<file path="src/rtl/init_dual_port_bram.sv">
// Simple dual-port block RAM (one write port, one read port) with a
// power-up / on-demand initialisation sweep, byte-enabled writes and a
// configurable read-during-write result and output latency.
module init_dual_port_bram #(
   parameter int unsigned ADDR_WIDTH = 5,
   parameter int unsigned DATA_WIDTH = 32,
   parameter string       INIT_MODE  = "RF",
   parameter string       RDW_MODE   = "WRITE_FIRST",
   parameter bit          OUT_REG    = 1'b0
) (
   input  logic                    clk,
   input  logic                    rst,
   input  logic                    init_req,
   output logic                    busy,
   input  logic                    we,
   input  logic [ADDR_WIDTH-1:0]   waddr,
   input  logic [DATA_WIDTH/8-1:0] wbe,
   input  logic [DATA_WIDTH-1:0]   din,
   input  logic                    re,
   input  logic [ADDR_WIDTH-1:0]   raddr,
   output logic [DATA_WIDTH-1:0]   dout,
   output logic                    dout_valid
);

   localparam int unsigned           NBYTE       = DATA_WIDTH / 8;
   localparam int unsigned           DEPTH       = 2 ** ADDR_WIDTH;
   localparam bit                    INIT_NONE   = (INIT_MODE == "NONE");
   localparam bit                    INIT_RF     = (INIT_MODE == "RF");
   localparam bit                    WRITE_FIRST = (RDW_MODE == "WRITE_FIRST");
   localparam logic [ADDR_WIDTH-1:0] LAST_ADDR   = '1;

   typedef enum logic {
      ST_INIT,
      ST_READY
   } state_t;

   state_t                  state_d, state_q;
   logic [ADDR_WIDTH-1:0]   cnt_d, cnt_q;
   logic                    rd_valid_d, rd_valid_q;
   logic [DATA_WIDTH-1:0]   rd_data_d, rd_data_q;

   logic                    mem_we;
   logic [ADDR_WIDTH-1:0]   mem_addr;
   logic [DATA_WIDTH-1:0]   mem_wdata;
   logic [NBYTE-1:0]        mem_be;
   logic [DATA_WIDTH-1:0]   rd_old;
   logic [DATA_WIDTH-1:0]   rd_merged;
   logic [DATA_WIDTH-1:0]   rd_word;
   logic                    rd_fire;
   logic                    flush;

   logic [DATA_WIDTH-1:0]   mem [DEPTH];

   assign busy = (state_q == ST_INIT);

   // Next-state and sweep counter: the counter wraps naturally at the top address.
   always_comb begin
      // NOTE: every combinational output gets a default first so no latch is inferred.
      state_d = state_q;
      cnt_d   = cnt_q;
      case (state_q)
         ST_INIT: begin
            cnt_d = cnt_q + ADDR_WIDTH'(1);
            if (cnt_q == LAST_ADDR) begin
               state_d = ST_READY;
            end
         end
         ST_READY: begin
            if (init_req && !INIT_NONE) begin
               state_d = ST_INIT;
               cnt_d   = '0;
            end
         end
         default: state_d = ST_INIT;
      endcase
   end

   // Write-port mux: the sweep owns the port in INIT, the user owns it in READY.
   always_comb begin
      mem_we    = 1'b0;
      mem_addr  = waddr;
      mem_wdata = din;
      mem_be    = wbe;
      if (state_q == ST_INIT) begin
         mem_we    = 1'b1;
         mem_addr  = cnt_q;
         mem_wdata = INIT_RF ? DATA_WIDTH'(cnt_q) : '0;
         mem_be    = '1;
      end else if (we) begin
         mem_we = 1'b1;
      end
   end

   // Read side: collision merge, pipeline flush whenever the next state is INIT.
   always_comb begin
      rd_old = mem[raddr];
      for (int k = 0; k < NBYTE; k++) begin
         rd_merged[8*k +: 8] = wbe[k] ? din[8*k +: 8] : rd_old[8*k +: 8];
      end
      rd_word    = (WRITE_FIRST && we && (waddr == raddr)) ? rd_merged : rd_old;
      rd_fire    = re && (state_q == ST_READY);
      flush      = (state_d == ST_INIT);
      rd_valid_d = rd_fire && !flush;
      rd_data_d  = rd_fire ? rd_word : rd_data_q;
   end

   // Byte-enabled memory array write.
   always_ff @(posedge clk) begin
      // NOTE: the array has no reset so it maps onto block RAM; rst leaves contents intact.
      if (mem_we) begin
         for (int k = 0; k < NBYTE; k++) begin
            if (mem_be[k]) begin
               mem[mem_addr][8*k +: 8] <= mem_wdata[8*k +: 8];
            end
         end
      end
   end

   // State, counter and first read stage registers.
   always_ff @(posedge clk or posedge rst) begin
      // NOTE: sequential state uses non-blocking assignments so all flops update together.
      if (rst) begin
         state_q    <= INIT_NONE ? ST_READY : ST_INIT;
         cnt_q      <= '0;
         rd_valid_q <= 1'b0;
         rd_data_q  <= '0;
      end else begin
         state_q    <= state_d;
         cnt_q      <= cnt_d;
         rd_valid_q <= rd_valid_d;
         rd_data_q  <= rd_data_d;
      end
   end

   if (OUT_REG) begin : g_out_reg
      logic [DATA_WIDTH-1:0] dout_d, dout_q;
      logic                  dout_valid_d, dout_valid_q;

      // Optional output stage: loads only on a valid first-stage result.
      always_comb begin
         dout_valid_d = rd_valid_q && !flush;
         dout_d       = rd_valid_q ? rd_data_q : dout_q;
      end

      // Output stage registers.
      always_ff @(posedge clk or posedge rst) begin
         if (rst) begin
            dout_q       <= '0;
            dout_valid_q <= 1'b0;
         end else begin
            dout_q       <= dout_d;
            dout_valid_q <= dout_valid_d;
         end
      end

      assign dout       = dout_q;
      assign dout_valid = dout_valid_q;
   end else begin : g_no_out_reg
      assign dout       = rd_data_q;
      assign dout_valid = rd_valid_q;
   end

endmodule
</file>
<file path="config.mk">
export PLATFORM = sky130hd
export DESIGN_NAME = init_dual_port_bram
export DESIGN_NICKNAME = d
export VERILOG_FILES = /design/src/rtl/init_dual_port_bram.sv
export SDC_FILE = /design/constraint.sdc
export NUM_CORES = 1
export LEC_CHECK = 0
export CAP_MARGIN = 30
export CORE_MARGIN = 5
export CORE_UTILIZATION = 50
export DETAILED_ROUTE_END_ITERATION = 12
export PLACE_DENSITY = 0.68
export SLEW_MARGIN = 20
export SYNTH_ARGS = -nofsm -noshare
export SYNTH_HDL_FRONTEND = slang
export SYNTH_SLANG_ARGS = --single-unit
</file>
<file path="constraint.sdc">
create_clock -name clk -period 5.6 [get_ports clk]
set_clock_uncertainty 0.1 [all_clocks]
set_input_delay 0.84 -clock clk [delete_from_list [all_inputs] [get_ports clk]]
set_output_delay 0.84 -clock clk [all_outputs]
set_load 0.02 [all_outputs]
</file>
==> impl_results.md, run 1 <==
* Crit path max-delay cell type: buf_4
* # fillers at 6311
* Synth Net Count at 2664
* CORE AREA at 85010 sq um
* Clock Root Buffer: clkbuf_16
* Seq. cell area at 31730 sq um
* Post-CTS Setup Inserts at 0
* Hold Path Origin: dout[16]
* Final setup fails at 0
* Total die area at 91480 sq um
* Leakage at 17.23 nW
* Fmax at 0.2818 GHz
* FF-to-FF End: mem[14][10]
* Worst-path clk slew at 60 ps
* Nets at 2822
* Seq/Total Area, Yosys at 74.19%
* Worst setup SP type: flop
* Die width at 302.5 um
* Max-cap violations at 0
* Hold path cells at 2
* Met3 GRT Util at 4.723%
* Synthesis-to-finish area growth at 14.04%
* Placed cells at 3748
* Maximum net fanout on the critical path at 55
* Via density at 6.010
* Avg Inst Size Synth at 16.38 sq um
* RSZ-0062 raised after global routing: no
* Fin. max-slew vios at 0
* Cell taking the most area after synthesis: edfxtp_1
* Final Hold Vio Count at 0
* WL final at 107.0 mm
* Worst vdd ir at 0.0003124 V
* FP Rows at 107
* Avg WL per Cell at 26.76 um
* Synth Instances at 2611
* Die Y at 302.5 um
* Non-filler cells, final at 4000
* Crit-path cells: buf_4 -> nand2_1 -> o21ai_0 -> nand2_1 -> buf_8 -> nor3_1 -> clkbuf_2
* Initial antenna violation count at 7
* Period utilization at 63.38%
* M1 GR Usage at 32.78%
* Hold crit path type: reg -> reg
* I/O Buffers at 84
* Routed Antenna Nets at 0
* Routability cong. at 0.8120
* Synthesis Warnings at 0
* Synth Register Bits at 1063
* Critical Path RT at 5830 ps
* Setup tns final at 0 ps
* Number of library cell types mapped by synthesis at 36
* Slew margin rel. at 25.42%
* Reg2reg start: state_q
* Initial DRC Count at 2848
* R2R setup slack at 2050 ps
* WS Path Type: reg -> reg
* Worst path arrival time at 3780 ps
* CTS Buffer Depth at 3
* Via count at 24040
* Tmin final at 3549 ps
* Drt first pass iters at 6
* Multi-input gate area at 10380 sq um
* Hold Buf Count CTS at 0
* Global Route Usage Sum at 23.06%
* Slew of the pin with the lowest slew margin at 1119 ps
* Crit path top cell by count: nand2_1
* Share of cells above drive strength 1 at 13.39%
* First-pass GRT wire length at 155.9 mm
* Met2 GRT Util at 36.01%
* Vias in the first global route at 23630
* Area fraction of the dominant cell type after synthesis at 71.91%
* DP HPWL at 65.84 mm
* CTS tree: built
* IO Pins at 85
* GR peak layer: met2
* DR DRC count at 0
* Slowest stage delay, CP at 600 ps
* Largest net degree at the start of global routing at 141
* Cts bufs inserted at 101
* Top cells by area, synth: edfxtp_1, mux2i_1, a22oi_1, dfrtp_1, nand2_1
* Initial core utilization at 50.30%
* Outcome: finished clean
* Crit. End Element: flop
* # H-tree levels at 3
* Cts repair resizes at 0
* Total gr overflow at 0
* Hold_ws at 398.8 ps
* Pwr Density at 436.6 nW/um^2
* Hold path endpoint: dout[16]
* # clock sinks at 1063
* Clk_lat worst skew at 630 ps
* Syn Std Cell Area at 42760 sq um
* Register-to-Register Path Depth at 7
## cell families after synthesis
kind of cell / share of synthesized area, %
adders and majority gates: 0.05851
DFF: 74.19
muxes: 12.01
AOI/OAI and AO/OA: 5.334
buffers and inverters: 2.136
and+or+nand+nor: 6.130
xor gates and xnor gates: 0.1434
## through the flow
step | total power [mW] | worst slack (ps) | instance area (sq um) | utilization (%)
after global placement | 14.42 | 1534 | 44880 | 52.80
after floorplan | 12.73 | 2868 | 42760 | -
after CTS | 21.23 | 1869 | 48300 | 56.81
after detailed placement | 14.62 | 1514 | 45050 | 52.99
final | 21.29 | 2051 | 48770 | 57.37
after global routing | 22.01 | 1908 | 48760 | 57.35
## report_power, final
| part | leakage [nW] | total, mW | internal [mW] | switching, mW |
|---|---|---|---|---|
| registers | 10.0 | 10.7 | 10.3 | 0.390 |
| clock network | 1.59 | 6.66 | 3.85 | 2.81 |
| logic | 5.64 | 3.93 | 1.10 | 2.83 |
| total | 17.2 | 21.3 | 15.3 | 6.02 |
## cells in the final DEF (no fill, tap or decap), drive strengths merged, types with 4 or more instances in the layout
cell type	n
and2	30
a22oi	160
a21oi	101
nand2b	4
and4	32
bufinv	8
clkbuf	170
mux2i	512
or2	5
nand2	187
inv	4
nand3	130
and3	6
nor3	125
clkdlybuf4s50	83
clkinv	42
o221ai	32
edfxtp	1024
o21ai	6
nor2	11
dfrtp	39
xor2	5
diode	4
buf	115
## worst max-delay path, delay by kind of cell (launching register included)
| kind | cells | cell delay [ps] |
|---|---|---|
| flip-flops | 1 | 350 |
| AO/OA/AOI/OAI | 1 | 350 |
| buffers and inverters | 3 | 1230 |
| AND/OR/NAND/NOR | 3 | 1190 |
## worst max path at each step
stage	start	endpoint	slack [ps]
final	state_q	mem[14][10]	2050
after floorplan	state_q	mem[0][2]	2870
after detailed placement	waddr[3]	mem[31][15]	1510
after global routing	state_q	mem[15][11]	1910
after global placement	waddr[3]	mem[9][1]	1530
after CTS	state_q	mem[19][22]	1870
## routing by layer
layer  part of all wire, %  vias to the layer above
met1                    41                    12130
met3                   9.0                      187
li1                      -                    10580
met5                     0                        -
met4                   3.3                        0
met2                    47                     1147
## cells in the mapped netlist
cell       count
nor2_1        11
nand3b_1       2
a32oi_1        1
edfxtp_1    1024
and3_1         6
or2_1          4
nand2_1      187
clkbuf_1      95
a21oi_1      101
nor2b_1        2
o32a_1         1
ha_1           2
o21ai_0        6
buf_6          5
mux2_2         1
and2_1        30
a31oi_1        1
o221ai_2      32
dfrtp_1       39
nor3_1       125
buf_2         31
xor2_1         5
and4_1        32
buf_4         39
nand2b_1       4
or2_2          1
a22oi_1      160
o2bb2ai_1      2
buf_1         10
mux2i_1      512
o22ai_1        2
a22o_1         1
nor4_2         1
nand3_1      130
inv_1          4
xnor2_1        2
## layout make-up
cell class / instances / share of cell area (%)
repair buffers: 235 / 4.028
diodes: 4 / 0.02052
well taps: 1144 / 2.935
flip-flops and latches: 1063 / 65.06
inverters: 4 / 0.03079
clock buffers: 133 / 5.706
clock inverters: 53 / 0.9467
multi-input cells: 1364 / 21.28
## state kept, by name, summed over array words and instances, names as in the netlist
name	cells
mem	1024
dout	32
cnt_q	5
dout_valid	1
state_q	1
Power figures use the tool's default switching activity.
==> run 2: changes to the inputs <==
--- a/config.mk
+++ b/config.mk
@@ -9,7 +9,7 @@
 export CORE_MARGIN = 5
 export CORE_UTILIZATION = 50
 export DETAILED_ROUTE_END_ITERATION = 12
-export PLACE_DENSITY = 0.68
+export PLACE_DENSITY = 0.71
 export SLEW_MARGIN = 20
 export SYNTH_ARGS = -nofsm -noshare
 export SYNTH_HDL_FRONTEND = slang
==> constraint.sdc (replaced) <==
create_clock -name clk -period 3.1 [get_ports clk]
set_clock_uncertainty 0.1 [all_clocks]
set_input_delay 0.465 -clock clk [delete_from_list [all_inputs] [get_ports clk]]
set_output_delay 0.465 -clock clk [all_outputs]
set_load 0.02 [all_outputs]
==> run 2 against run 1 <==
Net effect: critical path depth did not move; via count rose by 1.7%; combinational power rose by 90%; global-route usage fell by 0.27 points; register-to-register slack got worse by 1900 ps; sequential power rose by 80%; maximum frequency rose by 19%; non-clock buffer count rose by 123; critical endpoint is now mem[22][5]; highest routed layer is now met5.
==> impl_results.md, run 2 (synthesis results as in run 1) <==
* RSZ-0062 raised after global routing: no
* Commonest non-fill, non-tap cells in the layout: edfxtp_1, mux2i_1, buf_4
* Initial antenna violation count at 4
* Worst vdd ir at 0.0005064 V
* First-pass GRT wire length at 156.6 mm
* Largest net degree at the start of global routing at 65
* Seq. cell area at 31730 sq um
* Initial core utilization at 50.30%
* Leakage at 17.90 nW
* Period utilization at 96.41%
* Cts repair resizes at 0
* Routed Antenna Nets at 0
* WS Path Type: reg -> reg
* Clock Root Buffer: clkbuf_16
* CORE AREA at 85010 sq um
* Routability cong. at 0.8786
* Max-cap violations at 0
* Initial DRC Count at 2359
* Worst path arrival time at 3230 ps
* # clock sinks at 1063
* WL final at 105.1 mm
* FP Rows at 107
* Fmax at 0.3346 GHz
* Post-CTS Setup Inserts at 0
* Crit path top cell by count: buf_4
* Share of cells above drive strength 1 at 15.92%
* Vias in the first global route at 24730
* CTS tree: built
* DR DRC count at 0
* Slew margin rel. at 45.59%
* Fin. max-slew vios at 0
* Hold crit path type: in -> async
* Crit path max-delay cell type: dfrtp_2
* Worst-path clk slew at 60 ps
* Outcome: finished clean
* Pwr Density at 775.5 nW/um^2
* Die Y at 302.5 um
* Cts bufs inserted at 102
* Hold_ws at 47.93 ps
* DP HPWL at 67.24 mm
* Max reg flops at 1024
* Synthesis-to-finish area growth at 16.98%
* Maximum net fanout on the critical path at 24
* Final setup fails at 0
* CP Launch Point: state_q
* Drt first pass iters at 6
* Register with the most flip-flops: mem
* Global Route Usage Sum at 22.79%
* Via count at 24440
* Via density at 5.929
* # fillers at 6207
* Slew of the pin with the lowest slew margin at 816.2 ps
* Tmin final at 2989 ps
* Nets at 2946
* Most common cell after layout, fill and taps aside: edfxtp_1
* Crit-path cells: inv_1 -> buf_4 -> nand2_1 -> o32a_2 -> buf_4 -> nor3_1 -> buf_4
* Slowest stage delay, CP at 580 ps
* Final Hold Vio Count at 0
* Reg2reg start: state_q
* Crit. End Element: flop
* Total gr overflow at 0
* Clk_lat worst skew at 640 ps
* Hold Buf Count CTS at 0
* Total die area at 91480 sq um
* Die width at 302.5 um
* I/O Buffers at 84
* # H-tree levels at 3
* Avg WL per Cell at 25.50 um
* Worst setup SP type: flop
* IO Pins at 85
* Multi-input gate area at 10290 sq um
* Critical Path RT at 3340 ps
* Total power at 38.79 mW
* CTS Buffer Depth at 3
[run 2: routing by layer]
metal	part of all wire, %	vias to the layer above	GRT usage [%]
li1	-	10820	-
met1	40	12340	31.13
met2	49	1099	37.21
met3	9.1	181	5.374
met4	2.7	6	6.367
met5	0.038	-	0
[run 2: power by group]
| part | switching, mW | internal, mW | leakage, nW |
|---|---|---|---|
| clock | 5.06 | 7.00 | 1.57 |
| combinational | 4.97 | 2.48 | 6.34 |
| sequential | 0.680 | 18.6 | 9.98 |
[run 2: critical path: cells and delay by family, from the launching register on]
| family | cells | cell delay, ps |
|---|---|---|
| AO/OA/AOI/OAI | 1 | 440 |
| buffers and inverters | 4 | 1150 |
| AND/OR/NAND/NOR | 2 | 410 |
| flip-flops | 1 | 580 |
[run 2: cell type report]
type,count,area share (%)
flip-flops and latches,1063,63.42
multi-input cells,1364,20.58
repair buffers,358,6.648
clock buffers,132,5.455
well taps,1144,2.861
clock inverters,56,1.000
inverters,4,0.03001
diodes,1,0.005002
[run 2: final timing paths]
kind	end	slack, ps	cells after the start
worst max-delay path	mem[22][5]	110	7
worst min-delay path	dout[21]	50	2
worst max register to register	mem[22][5]	110	7
worst min register to register	dout[24]	410	2
max in group asynchronous	dout[5]	2170	4
min in group clk	dout[26]	350	3
[run 2: per-stage QoR]
stage	setup TNS [ps]	setup WS, ps	cell area, sq um	instances	util (%)
6_report	0	111.4	50030	4122	58.84
3_3_place_gp	-9888	-297.6	46640	3920	54.86
4_1_cts	0	164.7	49940	4114	58.74
2_1_floorplan	0	367.6	42760	2611	-
3_5_place_dp	-2475	-129.8	46710	3926	54.94
5_1_grt	0	8.886	50020	4121	58.84
==> run 3: changes to the inputs <==
--- a/config.mk
+++ b/config.mk
@@ -7,9 +7,9 @@
 export LEC_CHECK = 0
 export CAP_MARGIN = 30
 export CORE_MARGIN = 5
-export CORE_UTILIZATION = 50
+export CORE_UTILIZATION = 40
 export DETAILED_ROUTE_END_ITERATION = 12
-export PLACE_DENSITY = 0.71
+export PLACE_DENSITY = 0.59
 export SLEW_MARGIN = 20
 export SYNTH_ARGS = -nofsm -noshare
 export SYNTH_HDL_FRONTEND = slang
==> run 3 against run 2 <==
Net effect: non-clock buffer count up 38; highest routed layer unchanged; critical path type unchanged; final cell count increased by 7.7%; register-to-register slack improved by 80 ps; count of clock-buffer cells in the layout rose by 26; sequential power about the same; hold slack improved by 19 ps; largest cell class unchanged.
==> impl_results.md, run 3 (synthesis results as in run 1) <==
* WS Path Type: reg -> reg
* Nets at 2992
* Clock Root Buffer: clkbuf_16
* Routed Antenna Nets at 0
* Clk_lat worst skew at 680 ps
* Multi-input gate area at 10260 sq um
* Synthesis-to-finish area growth at 19.43%
* RSZ-0062 raised after global routing: no
* Slack of the critical path at 186.5 ps
* Vias in the first global route at 24480
* Initial antenna violation count at 12
* Drt first pass iters at 6
* Cell Area, Placed at 47360 sq um
* I/O Buffers at 84
* Initial DRC Count at 2514
* Largest net degree at the start of global routing at 65
* Utilization after layout at 47.91%
* Setup tns final at 0 ps
* Maximum net fanout on the critical path at 22
* Routability cong. at 0.8222
* Crit. End Element: flop
* Worst setup SP type: flop
* Die width at 337.0 um
* Max reg flops at 1024
* Reg2reg start: state_q
* Critical Path RT at 3390 ps
* Cts bufs inserted at 110
* Dpl ws at -113.4 ps
* Fin. max-slew vios at 0
* Avg WL per Cell at 24.82 um
* CORE AREA at 106600 sq um
* Cts repair resizes at 0
* R2R setup slack at 190 ps
* Fmax at 0.3432 GHz
* Hold Buf Count CTS at 0
* Global Route Usage Sum at 19.18%
* Via count at 24680
* Final setup fails at 0
* Seq. cell area at 31730 sq um
* FP Rows at 120
* Pwr Density at 786.0 nW/um^2
* Total die area at 113500 sq um
* Total gr overflow at 0
* # clock sinks at 1063
* Leakage at 18.32 nW
* DP HPWL at 72.51 mm
* Initial core utilization at 40.12%
* First-pass GRT wire length at 162.0 mm
* Most common cell after layout, fill and taps aside: edfxtp_1
* # H-tree levels at 3
* Slew margin rel. at 37.60%
* Post-route cell area at 51070 sq um
* Via density at 5.558
* # fillers at 8971
* Worst vdd ir at 0.0004443 V
* CTS tree: built
* Worst path arrival time at 3200 ps
* Outcome: finished clean
* Placed cells at 4224
* Max-cap violations at 0
* Register with the most flip-flops: mem
* DR DRC count at 0
* Register-to-Register Path Depth at 6
* IO Pins at 85
* Slew of the pin with the lowest slew margin at 936.0 ps
* Post-CTS Setup Inserts at 0
* Hold crit path type: in -> async
* Worst-path clk slew at 60 ps
* FF-to-FF End: mem[6][7]
* CTS Buffer Depth at 3
* Commonest non-fill, non-tap cells in the layout: edfxtp_1, mux2i_1, buf_4
* Non-filler cells, final at 4440
* Share of cells above drive strength 1 at 17.66%
* WL final at 110.2 mm
* Tmin final at 2914 ps
* Final Hold Vio Count at 0
* Period utilization at 93.98%
* Die Y at 337.0 um
==> run 3: cell count changes in the layout (fill, tap and decap cells not counted), moves of 7 or more <==
cell	delta
clkbuf_8	+12
clkinv_2	+7
clkbuf_16	+9
nor3_2	-9
buf_4	+40
clkinv_1	-17
nor3_1	+9
==> run 3: area by class of cell <==
class	count	share of cell area, %
Sequential cell	1063	62.12
Multi-Input combinational cell	1364	20.10
Timing Repair Buffer	396	7.154
Clock buffer	158	6.144
Tap cell	1403	3.437
Clock inverter	50	1.007
Inverter	4	0.02940
Antenna cell	2	0.009799
==> run 3: worst max path at each step <==
stage               startpoint           to  slack, ps
finish                 state_q    mem[6][7]        190
global route           state_q    mem[6][1]         90
CTS                    state_q         busy        190
detailed placement    waddr[2]   mem[5][16]       -110
global placement      waddr[2]  mem[17][29]       -190
floorplan              state_q    mem[0][2]        370
==> run 3: worst max-delay path: stages, from the launching register on <==
cell     delay, ps
dfrtp_2        620
inv_1          300
buf_4          260
o32a_2         490
buf_4          270
nor3_1         370
buf_4          210
==> run 3: through the flow <==
stage / power [mW] / hold WS (ps)
global route: 41.62 / 92.69
finish: 40.14 / 66.98
detailed placement: 27.20 / 375.1
CTS: 40.33 / 45.47
floorplan: 23.00 / 431.4
global placement: 26.96 / 369.3
==> run 3: routing by layer <==
layer / global-route usage [%] / vias to the layer above / wire length [um]
met2: 30.21 / 922 / 51310
met3: 3.236 / 174 / 8247
met1: 27.99 / 12650 / 48000
li1: - / 10930 / -
met5: 0 / - / 20
met4: 4.830 / 2 / 2623
==> run 3: report_power, final <==
part           leakage [nW]  internal, mW  total [mW]  switching (mW)
clock network          1.80          7.85        13.2            5.32
registers              9.98          18.6        19.3           0.659
logic                  6.54          2.60        7.71            5.11
